## config.mk

```make
export PLATFORM = sky130hd
export DESIGN_NAME = handshake_fifo_buffer
export DESIGN_NICKNAME = d
export VERILOG_FILES = /design/src/rtl/handshake_fifo_buffer.sv
export SDC_FILE = /design/constraint.sdc
export NUM_CORES = 1
export LEC_CHECK = 0
export ABC_AREA = 1
export CORE_ASPECT_RATIO = 1.5
export CORE_MARGIN = 5
export CORE_UTILIZATION = 45
export DETAILED_ROUTE_END_ITERATION = 12
export GPL_TIMING_DRIVEN = 1
export PLACE_DENSITY = 0.68
export REMOVE_ABC_BUFFERS = 1
export SYNTH_ARGS = -nofsm -noshare
export SYNTH_HDL_FRONTEND = slang
export SYNTH_SLANG_ARGS = --single-unit
```

## constraint.sdc

```tcl
create_clock -name clk -period 1.9 [get_ports clk]
set_input_delay 0.38 -clock clk [delete_from_list [all_inputs] [get_ports clk]]
set_output_delay 0.38 -clock clk [all_outputs]
set_load 0.005 [all_outputs]
```

## src/rtl/handshake_fifo_buffer.sv

```systemverilog
// handshake_fifo_buffer: DEPTH-entry valid/ready elastic buffer with
// first-word fall-through (1-cycle latency), occupancy count and an
// almost-full flag. s_ready is decoded from registered count only, so it
// has no combinational path from m_ready.
// Optional feature: define HS_BUF_FLUSH_EN to add a synchronous flush input.
module handshake_fifo_buffer #(
  parameter int WIDTH    = 8,
  parameter int DEPTH    = 4,
  parameter int AF_LEVEL = DEPTH - 1
) (
  input  logic                       clk,
  input  logic                       rst,
`ifdef HS_BUF_FLUSH_EN
  input  logic                       flush,
`endif
  input  logic                       s_valid,
  input  logic [WIDTH-1:0]           s_data,
  output logic                       s_ready,
  output logic                       m_valid,
  input  logic                       m_ready,
  output logic [WIDTH-1:0]           m_data,
  output logic [$clog2(DEPTH+1)-1:0] count,
  output logic                       almost_full
);

  localparam int PTR_W = $clog2(DEPTH);
  localparam int CNT_W = $clog2(DEPTH + 1);
  localparam logic [CNT_W-1:0] DEPTH_C = CNT_W'(DEPTH);
  localparam logic [CNT_W-1:0] AF_C    = CNT_W'(AF_LEVEL);

  logic [WIDTH-1:0] mem [DEPTH];
  logic [PTR_W-1:0] wr_ptr;
  logic [PTR_W-1:0] rd_ptr;
  logic [CNT_W-1:0] cnt_q;
  logic             push;
  logic             pop;
  logic             clear;

  // Status flags are pure decodes of the registered occupancy.
  assign s_ready     = (cnt_q != DEPTH_C);
  assign m_valid     = (cnt_q != '0);
  assign m_data      = mem[rd_ptr];
  assign count       = cnt_q;
  assign almost_full = (cnt_q >= AF_C);

  assign push = s_valid & s_ready;
  assign pop  = m_valid & m_ready;

`ifdef HS_BUF_FLUSH_EN
  assign clear = flush;
`else
  assign clear = 1'b0;
`endif

  // Storage, pointers and occupancy; rst beats flush beats push/pop.
  always_ff @(posedge clk) begin
    if (rst) begin
      // NOTE: storage is reset too so m_data reads a defined 0 after reset;
      // this costs a reset net on every entry, acceptable for a small buffer.
      for (int i = 0; i < DEPTH; i++) begin
        mem[i] <= '0;
      end
      // NOTE: sequential state uses non-blocking assignments so every
      // register samples pre-edge values regardless of statement order.
      wr_ptr <= '0;
      rd_ptr <= '0;
      cnt_q  <= '0;
    end else if (clear) begin
      // Contents stay in the array; they become unreachable once the
      // pointers are reset, and the same-cycle push is dropped.
      wr_ptr <= '0;
      rd_ptr <= '0;
      cnt_q  <= '0;
    end else begin
      if (push) begin
        mem[wr_ptr] <= s_data;
        wr_ptr      <= wr_ptr + 1'b1;
      end
      if (pop) begin
        rd_ptr <= rd_ptr + 1'b1;
      end
      if (push && !pop) begin
        cnt_q <= cnt_q + 1'b1;
      end else if (pop && !push) begin
        cnt_q <= cnt_q - 1'b1;
      end
    end
  end

endmodule

```

# Word level (Yosys, flattened, before mapping)
# Memories as Yosys holds them, arrays and structs flattened. A register that Yosys moved wholly into a read port is not among the register bits.
# Cells that the tools add are included.
# W data, S select, Z words.
# op_classes
addsub	4
mul	0
div	0
order_cmp	1
eq_ne	1
shift	0
n_mux	12
bitwise_logic	2
n_reduce_logical	7
# ops
cell	n
$mux W8	1
$reduce_or A8 Y1	1
$mux W1	6
$mux W2	3
$mux W3	2
$add A2 B1 Y2 const B	2
$add A3 B1 Y3 const B	1
$ge A3 B2 Y1 const B	1
$ne A3 B3 Y1 const B	1
$reduce_bool A3 Y1	1
$sub A3 B1 Y3 const B	1
$and A1 B1 Y1	2
$logic_and A1 B1 Y1	2
$logic_not A1 Y1	2
$reduce_bool A2 Y1	1
# word_totals
ff_bits	7
latch_bits	0
mem_bits_rw	32
rom_bits	0
input_bits	12
n_memories	1
# memory_table
name	depth	width	read_ports	rd_clocked_by_memory_dff	wr	line_no	text
mem	4	8	1	1	4	31	logic [WIDTH-1:0] mem [DEPTH];

# Logic depth before layout (Yosys ltp)
# Gate-level depths: netlist of run 1.
# depth
depth_word	7
depth_mapped	13

# Least setup slack after synthesis of run 1
# Ideal clock, no wire load.
# synth_path
path_type	register to register
startpoint	register cnt_q[0], in the netlist count[0]
endpoint	register cnt_q[2], in the netlist count[2]
arrival_time_ns	1.637
slack_ns	0.151
path_stages_with_launch	13
period_less_slack_ns	1.749
path_cell_list	dfxtp_1 -> nor2_2 -> nand2_1 -> nand2_1 -> ha_1 -> inv_1 -> fa_1 -> inv_1 -> nand2_1 -> nand3_1 -> nand2_1 -> nand2_1 -> nor2_1
# synth_via
elab_chain_len	5
elab_cells_between_ends	13
# synth_lines
item	line_no	text
start: declaration	34	logic [CNT_W-1:0] cnt_q;
start signal: assignment	83	cnt_q <= cnt_q + 1'b1;
start signal: assignment	85	cnt_q <= cnt_q - 1'b1;
$reduce_bool A3 Y1 (*)	41	assign m_valid = (cnt_q != '0);
via m_valid	19	output logic m_valid,
$and A1 B1 Y1 (*)	47	assign pop = m_valid & m_ready;
$logic_not A1 Y1	82	if (push && !pop) begin
$logic_and A1 B1 Y1	82	
$mux W3 / $reduce_bool A2 Y1 (equally long branches)	-	
# Mark *: on every way through the listed nets, which the timed path passes. The rest lies on a longest branch. The select of a mux whose other input is x is not followed.
# A chain may end at the register's enable or synchronous reset.

# Worst setup path in the final report of run 1
# layout_path
startpoint	register cnt_q[1], in the netlist count[1]
endpoint	output port m_valid
# layout_via
elab_chain_len	1
# layout_lines
item	line_no
$reduce_bool A3 Y1	41
end: declaration	19
# Every way passes these cells.

==> results of run 1 <==
[worst max-delay path: cells and delay by family, from the launching register on]
family / cells / cell delay, ns
buffers and inverters: 2 / 0.58
DFF: 1 / 0.36
and+or+nand+nor: 2 / 0.22
[power by group]
part / leakage (nW) / switching [mW] / internal [mW]
clock network: 0.0455 / 0.275 / 0.296
logic: 0.679 / 0.580 / 0.577
registers: 0.409 / 0.0852 / 1.13
total: 1.13 / 0.940 / 2.00
[cell type report]
| cell class | instances | area (um2) | area share |
|---|---|---|---|
| sequential | 41 | 1150 | 0.463 |
| multi-input combinational | 122 | 633 | 0.255 |
| inverter | 28 | 105 | 0.0423 |
| timing repair buffer | 49 | 449 | 0.181 |
| clock buffer | 8 | 90.1 | 0.0362 |
| tap | 46 | 57.6 | 0.0231 |
[cell usage after synthesis (all sizes together)]
master   n  area (um2)
nor2    48         190
dfxtp    9         180
ha       1        12.5
nand3    5        25.0
o22ai    8        50.1
inv     28         105
nand2   36         213
o21ai   19        95.1
edfxtp  32         961
buf      3        30.0
a21oi    4        20.0
fa       1        20.0
[metal layers]
layer / vias to the layer above / track usage / part of all wire
li1: 739 / - / -
met1: 668 / 0.160 / 0.37
met2: 40 / 0.275 / 0.55
met3: 13 / 0.0399 / 0.044
met4: 0 / 0.0907 / 0.036
met5: - / 0 / 0
[cell usage in the layout (no fill, tap or decap), drive strengths merged]
cell | netlist | layout
ha | 1 | 1
clkbuf | 0 | 8
o21ai | 19 | 19
a21oi | 4 | 4
inv | 28 | 28
nor2 | 48 | 48
nand2 | 36 | 36
edfxtp | 32 | 32
o22ai | 8 | 8
nand3 | 5 | 5
buf | 3 | 24
dfxtp | 9 | 9
fa | 1 | 1
clkdlybuf4s50 | 0 | 17
dlygate4sd2 | 0 | 8
[path summary, 6_finish.rpt]
| check | startpoint | endpoint | slack (ns) |
|---|---|---|---|
| worst max-delay path | count[1] | m_valid | 0.08 |
| worst min-delay path | rd_ptr[1] | flop | 0.50 |
| worst max register to register | count[1] | count[2] | 0.19 |
| worst min register to register | rd_ptr[1] | flop | 0.50 |
[metrics by stage]
step | setup slack, ns | setup TNS [ns]
CTS | 0.0526 | 0
finish | 0.0788 | 0
floorplan | 0.0936 | 0
detailed placement | -0.149 | -0.228
global placement | -0.103 | -0.140
global route | 0.00293 | 0
[flip-flops by register name, summed over array words and instances, names as in the netlist, named ones only]
name,count
count,3
wr_ptr,2
rd_ptr,2
mem,32
[logic make-up (layout without fill, tap and decap cells)]
group | Yosys count | in the layout | share of synthesized area
adder cells (fa/ha/maj) | 2 | 2 | 0.0171
AO/OA/AOI/OAI | 31 | 31 | 0.0868
buffers and inverters | 31 | 85 | 0.0711
flip-flops | 41 | 41 | 0.600
AND/OR/NAND/NOR | 89 | 89 | 0.225
[timing repair]
action,CTS,global route
hold buffers,0,0
setup buffers,0,1
setup endpoints to repair,9,2
gates resized for setup,15,5
gates cloned,0,0
pin swaps,0,1
==> report_table.html, run 1 <==
<table>
<tr><th>Metric</th><th>Value</th></tr>
<tr><th colspan="2">Job</th></tr>
<tr><td>Number of max-capacitance violations reported</td><td>0</td></tr>
<tr><th colspan="2">Setup path</th></tr>
<tr><td>Critical-path maximum fanout</td><td>3</td></tr>
<tr><td>Cell with the largest stage delay on the worst path</td><td>clkdlybuf4s50_1</td></tr>
<tr><td>Kind of start point of the critical path</td><td>flop</td></tr>
<tr><td>Cell breakdown of the critical path</td><td>nor2_4 -&gt; nand2_2 -&gt; buf_4 -&gt; clkdlybuf4s50_1</td></tr>
<tr><td>Data arrival time at the worst-slack endpoint</td><td>1.44 ns</td></tr>
<tr><td>Biggest cell delay along the critical path</td><td>0.44 ns</td></tr>
<tr><td>Endpoint required time on the critical path</td><td>approximately 1.5 ns</td></tr>
<tr><td>Depth of the worst register-to-register path</td><td>12</td></tr>
<tr><td>Worst setup path class</td><td>flop to output pin</td></tr>
<tr><td>Category of the worst setup path capture point</td><td>output pin</td></tr>
<tr><th colspan="2">Floorplanning</th></tr>
<tr><td>Ports placed on the boundary</td><td>26</td></tr>
<tr><td>Row Count</td><td>29</td></tr>
<tr><td>Overall die height</td><td>89.6 um</td></tr>
<tr><td>Placeable core region</td><td>approximately 4200 um2</td></tr>
<tr><td>Die Span X</td><td>63.1 um</td></tr>
<tr><td>Die footprint</td><td>5650 um2</td></tr>
<tr><td>Effective utilization at floorplan</td><td>0.456</td></tr>
<tr><th colspan="2">Power</th></tr>
<tr><td>Peak supply drop</td><td>0.777 mV</td></tr>
<tr><td>Total power</td><td>a little under 3 mW</td></tr>
<tr><td>Total power per unit cell area</td><td>about 1200 nW/um2</td></tr>
<tr><td>Leakage power total</td><td>1.13 nW</td></tr>
<tr><th colspan="2">Global routing</th></tr>
<tr><td>All-Layer GR Usage</td><td>0.153</td></tr>
<tr><td>Largest net degree at the start of global routing</td><td>17</td></tr>
<tr><td>Initial antenna violation count</td><td>0</td></tr>
<tr><td>Via count of the first global-routing pass</td><td>around 1400</td></tr>
<tr><td>Overflow after GRT</td><td>0</td></tr>
<tr><td>Global-route wire length before repair</td><td>about 6600 um</td></tr>
<tr><th colspan="2">Synth</th></tr>
<tr><td>Post-Synthesis Cell Area</td><td>~1900 um2</td></tr>
<tr><td>Sequential-to-total area share from yosys stat</td><td>0.600</td></tr>
<tr><td>Mean cell area of the mapped netlist</td><td>about 10 um2</td></tr>
<tr><td>Number of distinct library cells after synthesis</td><td>18</td></tr>
<tr><td>Register bit count reported by yosys</td><td>41</td></tr>
<tr><td>Syn. warnings</td><td>0</td></tr>
<tr><td>Instance count of the mapped netlist</td><td>just under 200</td></tr>
<tr><th colspan="2">Min path</th></tr>
<tr><td>Min-Delay Path Depth</td><td>2</td></tr>
<tr><td>Path class of the lowest-slack min-delay path</td><td>flop to flop</td></tr>
<tr><th colspan="2">Finish</th></tr>
<tr><td>Final non-filler cell total</td><td>slightly below 300</td></tr>
<tr><td>Post-Route Utilization</td><td>0.596</td></tr>
<tr><td>Final-stage net count</td><td>roughly 260</td></tr>
<tr><td>Fill cell total of the finished layout</td><td>between 300 and 400</td></tr>
<tr><td>Final instance area</td><td>~2500 um2</td></tr>
<tr><td>Area growth from synthesis to final layout</td><td>30.8%</td></tr>
<tr><td>Count of antenna diodes in the layout</td><td>0</td></tr>
<tr><td>Fraction of layout cells with a size suffix above 1</td><td>0.226</td></tr>
<tr><th colspan="2">Clock network</th></tr>
<tr><td>Max Root-Sink Buffers</td><td>2</td></tr>
<tr><td>Total clock buffers created by CTS</td><td>5</td></tr>
<tr><td>Clock Pin Slew Worst Setup and Hold Paths</td><td>about 0.08 ns</td></tr>
<tr><td>CTS tree</td><td>yes</td></tr>
<tr><td>Clock latency on the worst-skew pair</td><td>around 0.29 ns</td></tr>
<tr><td>Total number of clock tree sinks</td><td>a little over 40</td></tr>
<tr><td>Root Driver</td><td>clkbuf_8</td></tr>
<tr><td>H-tree level count</td><td>2</td></tr>
<tr><th colspan="2">Placed design</th></tr>
<tr><td>RD Place Congestion</td><td>about 0.73</td></tr>
<tr><td>Cell area after placement</td><td>roughly 2400 um2</td></tr>
<tr><td>DP Cell Count</td><td>285</td></tr>
<tr><td>DPL Wire Length</td><td>roughly 2900 um</td></tr>
<tr><td>Count of port buffers added during placement</td><td>25</td></tr>
<tr><th colspan="2">Timing</th></tr>
<tr><td>Worst-case hold slack</td><td>approximately 0.50 ns</td></tr>
<tr><td>Endpoints failing hold</td><td>0</td></tr>
<tr><td>Setup repair after global routing missed its margin</td><td>false</td></tr>
<tr><td>Final critical-path share of the clock period</td><td>0.959</td></tr>
<tr><td>Final Slew Violations</td><td>0</td></tr>
<tr><td>Worst setup skew after layout</td><td>between 0.006 and 0.007 ns</td></tr>
<tr><td>Highest clock rate</td><td>549 MHz</td></tr>
<tr><td>Shortest clock period the worst path allows after layout</td><td>~1.8 ns</td></tr>
<tr><td>Worst slew pin tran</td><td>0.394 ns</td></tr>
<tr><td>Worst relative slew slack</td><td>0.737</td></tr>
<tr><td># setup viols final</td><td>0</td></tr>
<tr><th colspan="2">Detailed routing</th></tr>
<tr><td>Vias</td><td>1460</td></tr>
<tr><td>Post-route antenna net violation count</td><td>0</td></tr>
<tr><td>Average routed wire per standard cell</td><td>around 13 um</td></tr>
<tr><td>Avg Vias per Cell</td><td>between 4 and 5</td></tr>
<tr><td>Number of iterations in the first detailed-routing pass</td><td>4</td></tr>
<tr><td>Number of DRC violations after detailed-routing iteration 0</td><td>40</td></tr>
<tr><td>Overall routed net length</td><td>3900 um</td></tr>
<tr><td>Number of design rule violations left after detail routing</td><td>0</td></tr>
<tr><th colspan="2">Run status</th></tr>
<tr><td>Outcome</td><td>finished clean</td></tr>
</table>
(Power assumes the default switching activity.)
==> run 2, diff against run 1 <==
PLACE_DENSITY = 0.7   (was 0.68)
clock period = 1.5 ns   (was 1.9 ns; I/O delays follow)
==> run 2 against run 1 <==
The flow now finishes with violations (negative setup slack); register-to-register slack worse by 0.32 ns; final cell count increased by 2.7%; via count grew 3.0%; largest cell class unchanged; critical path type unchanged.
==> report_table.html, run 2 (same netlist as run 1, synthesis figures left out) <==
<table>
<tr><th>Metric</th><th>Value</th></tr>
<tr><th colspan="2">Clock network</th></tr>
<tr><td>Total clock buffers created by CTS</td><td>5 (unchanged)</td></tr>
<tr><td>Max Root-Sink Buffers</td><td>2 (unchanged)</td></tr>
<tr><td>Root Driver</td><td>clkbuf_8 (unchanged)</td></tr>
<tr><td>Clock latency on the worst-skew pair</td><td>0.29 ns (about the same)</td></tr>
<tr><td>CTS tree</td><td>yes (unchanged)</td></tr>
<tr><td>H-tree level count</td><td>2 (unchanged)</td></tr>
<tr><td>Clock Pin Slew Worst Setup and Hold Paths</td><td>0.07 ns (was 0.08 ns)</td></tr>
<tr><td>Total number of clock tree sinks</td><td>41 (unchanged)</td></tr>
<tr><th colspan="2">Timing</th></tr>
<tr><td># setup viols final</td><td>9 (was 0)</td></tr>
<tr><td>Worst relative slew slack</td><td>0.776 (was 0.737)</td></tr>
<tr><td>Worst setup skew after layout</td><td>0.00610 ns (was 0.00651 ns)</td></tr>
<tr><td>Final Slew Violations</td><td>0 (unchanged)</td></tr>
<tr><td>Endpoints failing hold</td><td>0 (unchanged)</td></tr>
<tr><td>Final critical-path share of the clock period</td><td>1.09</td></tr>
<tr><td>Highest clock rate</td><td>between 600 and 700 MHz</td></tr>
<tr><td>Shortest clock period the worst path allows after layout</td><td>approximately 1.6 ns</td></tr>
<tr><td>Setup repair after global routing missed its margin</td><td>true (was false)</td></tr>
<tr><td>Post-route worst setup slack</td><td>-0.133 ns (was 0.0788 ns)</td></tr>
<tr><td>Worst slew pin tran</td><td>0.336 ns (was 0.394 ns)</td></tr>
<tr><th colspan="2">Setup path</th></tr>
<tr><td>Worst path buffer plus inverter count</td><td>4 (was 2)</td></tr>
<tr><td>Kind of start point of the critical path</td><td>flop (unchanged)</td></tr>
<tr><td>Biggest cell delay along the critical path</td><td>0.39 ns (was 0.44 ns)</td></tr>
<tr><td>Category of the worst setup path capture point</td><td>output pin (unchanged)</td></tr>
<tr><td>Endpoint required time on the critical path</td><td>1.20 ns (was 1.52 ns)</td></tr>
<tr><td>Most prevalent standard cell on the critical path</td><td>buf_6</td></tr>
<tr><td>Crit path max-delay family</td><td>buffers and inverters (unchanged)</td></tr>
<tr><td>Cell with the largest stage delay on the worst path</td><td>dfxtp_4 (was clkdlybuf4s50_1)</td></tr>
<tr><td>Critical-path maximum fanout</td><td>4 (was 3)</td></tr>
<tr><td>Data arrival time at the worst-slack endpoint</td><td>1.33 ns (was 1.44 ns)</td></tr>
<tr><td>Worst setup path class</td><td>flop to output pin (unchanged)</td></tr>
<tr><td>Cell breakdown of the critical path</td><td>inv_4 -&gt; buf_6 -&gt; buf_6 -&gt; o21ai_4 -&gt; o22ai_1 -&gt; buf_2 (was nor2_4 -&gt; nand2_2 -&gt; buf_4 -&gt; clkdlybuf4s50_1)</td></tr>
<tr><th colspan="2">Finish</th></tr>
<tr><td>Post-Route Utilization</td><td>0.623 (was 0.596)</td></tr>
<tr><td>Commonest non-fill, non-tap cell in the layout</td><td>nor2_1 (unchanged)</td></tr>
<tr><td>Commonest non-fill, non-tap cells in the layout</td><td>nor2_1, edfxtp_1, buf_4 (was nor2_1, edfxtp_1, nand2_1)</td></tr>
<tr><td>Final-stage net count</td><td>269 (was 261)</td></tr>
<tr><td>Area growth from synthesis to final layout</td><td>36.7% (was 30.8%)</td></tr>
<tr><td>Fraction of layout cells with a size suffix above 1</td><td>0.352 (was 0.226)</td></tr>
<tr><td>Largest Register</td><td>mem (unchanged)</td></tr>
<tr><td>Count of antenna diodes in the layout</td><td>0 (unchanged)</td></tr>
<tr><td>Max reg flops</td><td>32 (unchanged)</td></tr>
<tr><th colspan="2">Floorplanning</th></tr>
<tr><td>Ports placed on the boundary</td><td>26 (unchanged)</td></tr>
<tr><td>Overall die height</td><td>89.6 um (unchanged)</td></tr>
<tr><td>Placeable core region</td><td>4170 um2 (unchanged)</td></tr>
<tr><td>Die footprint</td><td>5650 um2 (unchanged)</td></tr>
<tr><td>Effective utilization at floorplan</td><td>0.456 (unchanged)</td></tr>
<tr><td>Row Count</td><td>29 (unchanged)</td></tr>
<tr><td>Die Span X</td><td>63.1 um (unchanged)</td></tr>
<tr><th colspan="2">Global routing</th></tr>
<tr><td>Overflow after GRT</td><td>0 (unchanged)</td></tr>
<tr><td>All-Layer GR Usage</td><td>0.160 (was 0.153)</td></tr>
<tr><td>Global-route wire length before repair</td><td>6840 um (was 6560 um)</td></tr>
<tr><td>Largest net degree at the start of global routing</td><td>14 (was 17)</td></tr>
<tr><td>Initial antenna violation count</td><td>0 (unchanged)</td></tr>
<tr><td>Via count of the first global-routing pass</td><td>1583 (was 1436)</td></tr>
<tr><th colspan="2">Run status</th></tr>
<tr><td>Failing checks</td><td>negative setup slack</td></tr>
<tr><td>Outcome</td><td>finished, violations left (was finished clean)</td></tr>
<tr><th colspan="2">Detailed routing</th></tr>
<tr><td>Avg Vias per Cell</td><td>4.98 (was 4.97)</td></tr>
<tr><td>Number of DRC violations after detailed-routing iteration 0</td><td>34 (was 40)</td></tr>
<tr><td>Number of iterations in the first detailed-routing pass</td><td>4 (unchanged)</td></tr>
<tr><td>Average routed wire per standard cell</td><td>13.7 um (was 13.2 um)</td></tr>
<tr><td>Overall routed net length</td><td>4130 um (was 3900 um)</td></tr>
<tr><td>Vias</td><td>1504 (was 1460)</td></tr>
<tr><td>Number of design rule violations left after detail routing</td><td>0 (unchanged)</td></tr>
<tr><td>Post-route antenna net violation count</td><td>0 (unchanged)</td></tr>
<tr><th colspan="2">Placed design</th></tr>
<tr><td>Count of port buffers added during placement</td><td>25 (unchanged)</td></tr>
<tr><td>Post-Place Setup Slack</td><td>-0.482 ns (was -0.149 ns)</td></tr>
<tr><td>DPL Wire Length</td><td>3030 um (was 2870 um)</td></tr>
<tr><td>RD Place Congestion</td><td>0.727 (was 0.726)</td></tr>
<tr><th colspan="2">Power</th></tr>
<tr><td>Total power per unit cell area</td><td>1540 nW/um2 (was 1180 nW/um2)</td></tr>
<tr><td>Leakage power total</td><td>1.19 nW (was 1.13 nW)</td></tr>
<tr><td>Peak supply drop</td><td>0.999 mV (was 0.777 mV)</td></tr>
<tr><th colspan="2">Job</th></tr>
<tr><td>Number of max-capacitance violations reported</td><td>0 (unchanged)</td></tr>
<tr><th colspan="2">Min path</th></tr>
<tr><td>Path class of the lowest-slack min-delay path</td><td>flop to flop (unchanged)</td></tr>
</table>
==> run 2: metrics by stage <==
step	power [mW]	cell area, um2	std cells	TNS (ns)	hold slack (ns)
2_1_floorplan	2.21	1870	191	-4.29	0.369
3_5_place_dp	3.14	2390	289	-12.03	0.492
3_3_place_gp	3.09	2390	289	-10.83	0.480
5_1_grt	4.28	2600	302	-1.30	0.546
6_report	4.01	2600	302	-0.743	0.500
4_1_cts	3.89	2540	301	-0.773	0.504
==> run 2: power by group <==
part	internal (mW)	switching, mW	total [mW]
logic	0.877	0.895	1.77
registers	1.43	0.131	1.56
clock network	0.330	0.346	0.677
total	2.64	1.37	4.01
==> run 2: path summary, 6_finish.rpt <==
kind / slack [ns] / end / depth (start not counted) / startpoint
hold reg to reg: 0.50 / rd_ptr[0] / 2 / rd_ptr[0]
setup reg to reg: -0.13 / count[1] / 9 / count[0]
hold / removal: 0.50 / rd_ptr[0] / 2 / rd_ptr[0]
setup / recovery: -0.13 / m_data[6] / 6 / flop
==> run 2: per-layer routing <==
layer | part of all wire | track usage | routed length (um)
met1 | 0.34 | 0.136 | 1390
met2 | 0.58 | 0.330 | 2410
met3 | 0.048 | 0.0411 | 197
met4 | 0.030 | 0.0869 | 124
met5 | 0 | 0 | 0
==> run 2: cell type report <==
type | instances | area (um2)
multi-input combinational | 122 | 713
fill | 347 | 1570
inverter | 28 | 113
clock buffer | 8 | 80.1
sequential | 41 | 1150
timing repair buffer | 57 | 482
tap | 46 | 57.6
==> run 2: what timing repair did <==
action	4_1_cts	5_1_grt
gates resized for setup	82	17
pin swaps	6	5
endpoints found under the setup margin	16	12
setup buffers	4	1
hold buffers	0	0
endpoints found under the hold margin	0	0
==> run 2: tightest hold or removal path, delay by kind of cell (launching register included) <==
kind             cells  cell delay (ns)
AO/OA/AOI/OAI        1             0.06
flip-flops           1             0.32
AND/OR/NAND/NOR      1             0.08
==> run 3, diff against run 2 <==
GPL_ROUTABILITY_DRIVEN = 0   (was unset)
HOLD_SLACK_MARGIN = 0.05   (was unset)
PLACE_DENSITY = unset   (was 0.7)
PLACE_DENSITY_LB_ADDON = 0.15   (was unset)
==> run 3 against run 2 <==
The run still ends with negative setup slack left; sequential share of layout area shrank 1.5 points; setup slack improved by 0.039 ns; count of clock-buffer cells in the layout did not move; register-to-register slack better by 0.04 ns; sequential power about the same; non-clock buffer count is 3 higher; clock power shrank 0.6%; via count rose by 2.3%; highest routed layer unchanged; critical path depth increased by 5; routed wire length is 9.2% higher.
==> report_table.html, run 3 (same netlist as run 1, synthesis figures left out) <==
<table>
<tr><th>Metric</th><th>Value</th></tr>
<tr><th colspan="2">Run status</th></tr>
<tr><td>Outcome</td><td>finished, violations left (unchanged)</td></tr>
<tr><td>Failing checks</td><td>negative setup slack (unchanged)</td></tr>
<tr><th colspan="2">Setup path</th></tr>
<tr><td>Data arrival time at the worst-slack endpoint</td><td>1.81 ns (was 1.33 ns)</td></tr>
<tr><td>Critical-path maximum fanout</td><td>2 (was 4)</td></tr>
<tr><td>Endpoint required time on the critical path</td><td>1.72 ns (was 1.20 ns)</td></tr>
<tr><td>Worst setup path class</td><td>flop to flop (was flop to output pin)</td></tr>
<tr><td>Category of the worst setup path capture point</td><td>flop (was output pin)</td></tr>
<tr><td>Kind of start point of the critical path</td><td>flop (unchanged)</td></tr>
<tr><th colspan="2">Detailed routing</th></tr>
<tr><td>Number of design rule violations left after detail routing</td><td>0 (unchanged)</td></tr>
<tr><td>Number of iterations in the first detailed-routing pass</td><td>4 (unchanged)</td></tr>
<tr><td>Average routed wire per standard cell</td><td>14.8 um (was 13.7 um)</td></tr>
<tr><td>Vias</td><td>1539 (was 1504)</td></tr>
<tr><td>Avg Vias per Cell</td><td>5.05 (was 4.98)</td></tr>
<tr><td>Number of DRC violations after detailed-routing iteration 0</td><td>49 (was 34)</td></tr>
<tr><td>Overall routed net length</td><td>4510 um (was 4130 um)</td></tr>
<tr><td>Post-route antenna net violation count</td><td>0 (unchanged)</td></tr>
<tr><th colspan="2">Finish</th></tr>
<tr><td>Area growth from synthesis to final layout</td><td>41.1% (was 36.7%)</td></tr>
<tr><td>Commonest non-fill, non-tap cell in the layout</td><td>nor2_1 (unchanged)</td></tr>
<tr><td>Final instance area</td><td>2680 um2 (was 2600 um2)</td></tr>
<tr><td>Final non-filler cell total</td><td>305 (was 302)</td></tr>
<tr><td>Largest Register</td><td>mem (unchanged)</td></tr>
<tr><td>Commonest non-fill, non-tap cells in the layout</td><td>nor2_1, edfxtp_1, buf_4 (unchanged)</td></tr>
<tr><td>Max reg flops</td><td>32 (unchanged)</td></tr>
<tr><td>Fraction of layout cells with a size suffix above 1</td><td>0.413 (was 0.352)</td></tr>
<tr><td>Count of antenna diodes in the layout</td><td>0 (unchanged)</td></tr>
<tr><td>Final-stage net count</td><td>272 (was 269)</td></tr>
<tr><th colspan="2">Timing</th></tr>
<tr><td>Final Slew Violations</td><td>0 (unchanged)</td></tr>
<tr><td>Final critical-path share of the clock period</td><td>1.06 (was 1.09)</td></tr>
<tr><td># setup viols final</td><td>6 (was 9)</td></tr>
<tr><td>Worst relative slew slack</td><td>0.771 (was 0.776)</td></tr>
<tr><td>Setup repair after global routing missed its margin</td><td>true (unchanged)</td></tr>
<tr><td>Shortest clock period the worst path allows after layout</td><td>1.59 ns (was 1.63 ns)</td></tr>
<tr><td>Endpoints failing hold</td><td>0 (unchanged)</td></tr>
<tr><td>Post-route worst setup slack</td><td>-0.0940 ns (was -0.133 ns)</td></tr>
<tr><td>Worst setup skew after layout</td><td>0.00433 ns (was 0.00610 ns)</td></tr>
<tr><td>Worst-case hold slack</td><td>0.503 ns (was 0.500 ns)</td></tr>
<tr><td>Highest clock rate</td><td>627 MHz (was 612 MHz)</td></tr>
<tr><td>Worst slew pin tran</td><td>0.343 ns (was 0.336 ns)</td></tr>
<tr><th colspan="2">Clock network</th></tr>
<tr><td>Root Driver</td><td>clkbuf_8 (unchanged)</td></tr>
<tr><td>Count of hold-fix buffers inserted at cts</td><td>0 (unchanged)</td></tr>
<tr><td>H-tree level count</td><td>2 (unchanged)</td></tr>
<tr><td>Total number of clock tree sinks</td><td>41 (unchanged)</td></tr>
<tr><td>Total clock buffers created by CTS</td><td>5 (unchanged)</td></tr>
<tr><td>Clock latency on the worst-skew pair</td><td>0.29 ns (about the same)</td></tr>
<tr><td>CTS tree</td><td>yes (unchanged)</td></tr>
<tr><td>Clock Pin Slew Worst Setup and Hold Paths</td><td>0.07 ns (about the same)</td></tr>
<tr><td>Max Root-Sink Buffers</td><td>2 (unchanged)</td></tr>
<tr><th colspan="2">Placed design</th></tr>
<tr><td>DPL Wire Length</td><td>3230 um (was 3030 um)</td></tr>
<tr><td>Count of port buffers added during placement</td><td>25 (unchanged)</td></tr>
<tr><td>Cell area after placement</td><td>2420 um2 (was 2390 um2)</td></tr>
<tr><td>Post-Place Setup Slack</td><td>-0.478 ns (was -0.482 ns)</td></tr>
<tr><td>DP Cell Count</td><td>292 (was 289)</td></tr>
<tr><th colspan="2">Job</th></tr>
<tr><td>Number of max-capacitance violations reported</td><td>0 (unchanged)</td></tr>
<tr><th colspan="2">Power</th></tr>
<tr><td>Total power</td><td>4.07 mW (was 4.01 mW)</td></tr>
<tr><td>Peak supply drop</td><td>1.11 mV (was 0.999 mV)</td></tr>
<tr><td>Leakage power total</td><td>1.22 nW (was 1.19 nW)</td></tr>
<tr><td>Total power per unit cell area</td><td>1520 nW/um2 (was 1540 nW/um2)</td></tr>
<tr><th colspan="2">Floorplanning</th></tr>
<tr><td>Row Count</td><td>29 (unchanged)</td></tr>
<tr><td>Effective utilization at floorplan</td><td>0.456 (unchanged)</td></tr>
<tr><td>Die Span X</td><td>63.1 um (unchanged)</td></tr>
<tr><td>Die footprint</td><td>5650 um2 (unchanged)</td></tr>
<tr><td>Overall die height</td><td>89.6 um (unchanged)</td></tr>
<tr><td>Ports placed on the boundary</td><td>26 (unchanged)</td></tr>
<tr><td>Placeable core region</td><td>4170 um2 (unchanged)</td></tr>
<tr><th colspan="2">Global routing</th></tr>
<tr><td>Initial antenna violation count</td><td>0 (unchanged)</td></tr>
<tr><td>Largest net degree at the start of global routing</td><td>12 (was 14)</td></tr>
<tr><td>Global-route wire length before repair</td><td>7040 um (was 6840 um)</td></tr>
<tr><td>Overflow after GRT</td><td>0 (unchanged)</td></tr>
<tr><td>Via count of the first global-routing pass</td><td>1561 (was 1583)</td></tr>
<tr><td>All-Layer GR Usage</td><td>0.164 (was 0.160)</td></tr>
<tr><th colspan="2">Min path</th></tr>
<tr><td>Path class of the lowest-slack min-delay path</td><td>flop to flop (unchanged)</td></tr>
</table>
run 3: cell types whose count changed in the layout (fill, tap and decap cells not counted), moves of 2 or more:
cell and change:
nor2_1 -4, nand2_1 -4, o21ai_1 -2, o21ai_0 -3, nor2_4 +2, o21ai_2 +6
inv_4 -3, inv_6 +2, nand2_2 +5, nor2_2 +2, buf_6 +2
run 3: path summary, 6_finish.rpt:
check / startpoint / end / slack, ns / cells past startpoint
worst max-delay path: count[0] / count[2] / -0.09 / 11
worst min-delay path: rd_ptr[0] / flop / 0.50 / 2
worst max register to register: count[0] / count[2] / -0.09 / 11
worst min register to register: rd_ptr[0] / flop / 0.50 / 2
run 3: per-layer routing:
layer	routed length, um	up-vias	track usage
met2	2690	37	0.325
met3	212	9	0.0399
met1	1530	730	0.163
met4	73	0	0.0637
met5	0	-	0
li1	-	763	-
run 3: where the power goes:
part / internal [mW] / switching (mW) / leakage, nW / total (mW)
clock network: 0.330 / 0.343 / 0.0395 / 0.673
logic: 0.908 / 0.922 / 0.768 / 1.83
registers: 1.43 / 0.136 / 0.409 / 1.56
total: 2.67 / 1.40 / 1.22 / 4.07
run 3: per-stage QoR:
stage,util,setup TNS (ns)
floorplan,-,-4.29
global placement,0.579,-12.05
detailed placement,0.579,-13.98
CTS,0.612,-0.591
global route,0.643,-0.898
finish,0.643,-0.408
run 3: final cells by class:
class,count,area (um2)
fillers,326,1490
flip-flops and latches,41,1150
multi-input cells,122,756
repair buffers,60,523
inverters,28,115
clock buffers,8,80.1
well taps,46,57.6
run 3: what timing repair did:
action,4_1_cts,5_1_grt
pin swaps,4,12
buffers inserted,4,1
gates resized for setup,78,41
setup endpoints to repair,16,53
gates cloned,0,1
run 3: critical path: stages, from the launching register on:
cell and delay, ns:
dfxtp_2 0.33, nor2_4 0.15, nand2_2 0.07, nand2_2 0.09, ha_4 0.14, inv_2 0.04
fa_2 0.33, nand2_1 0.09, nand3_2 0.09, nand2_1 0.08, nand2_1 0.05, nor2_1 0.07
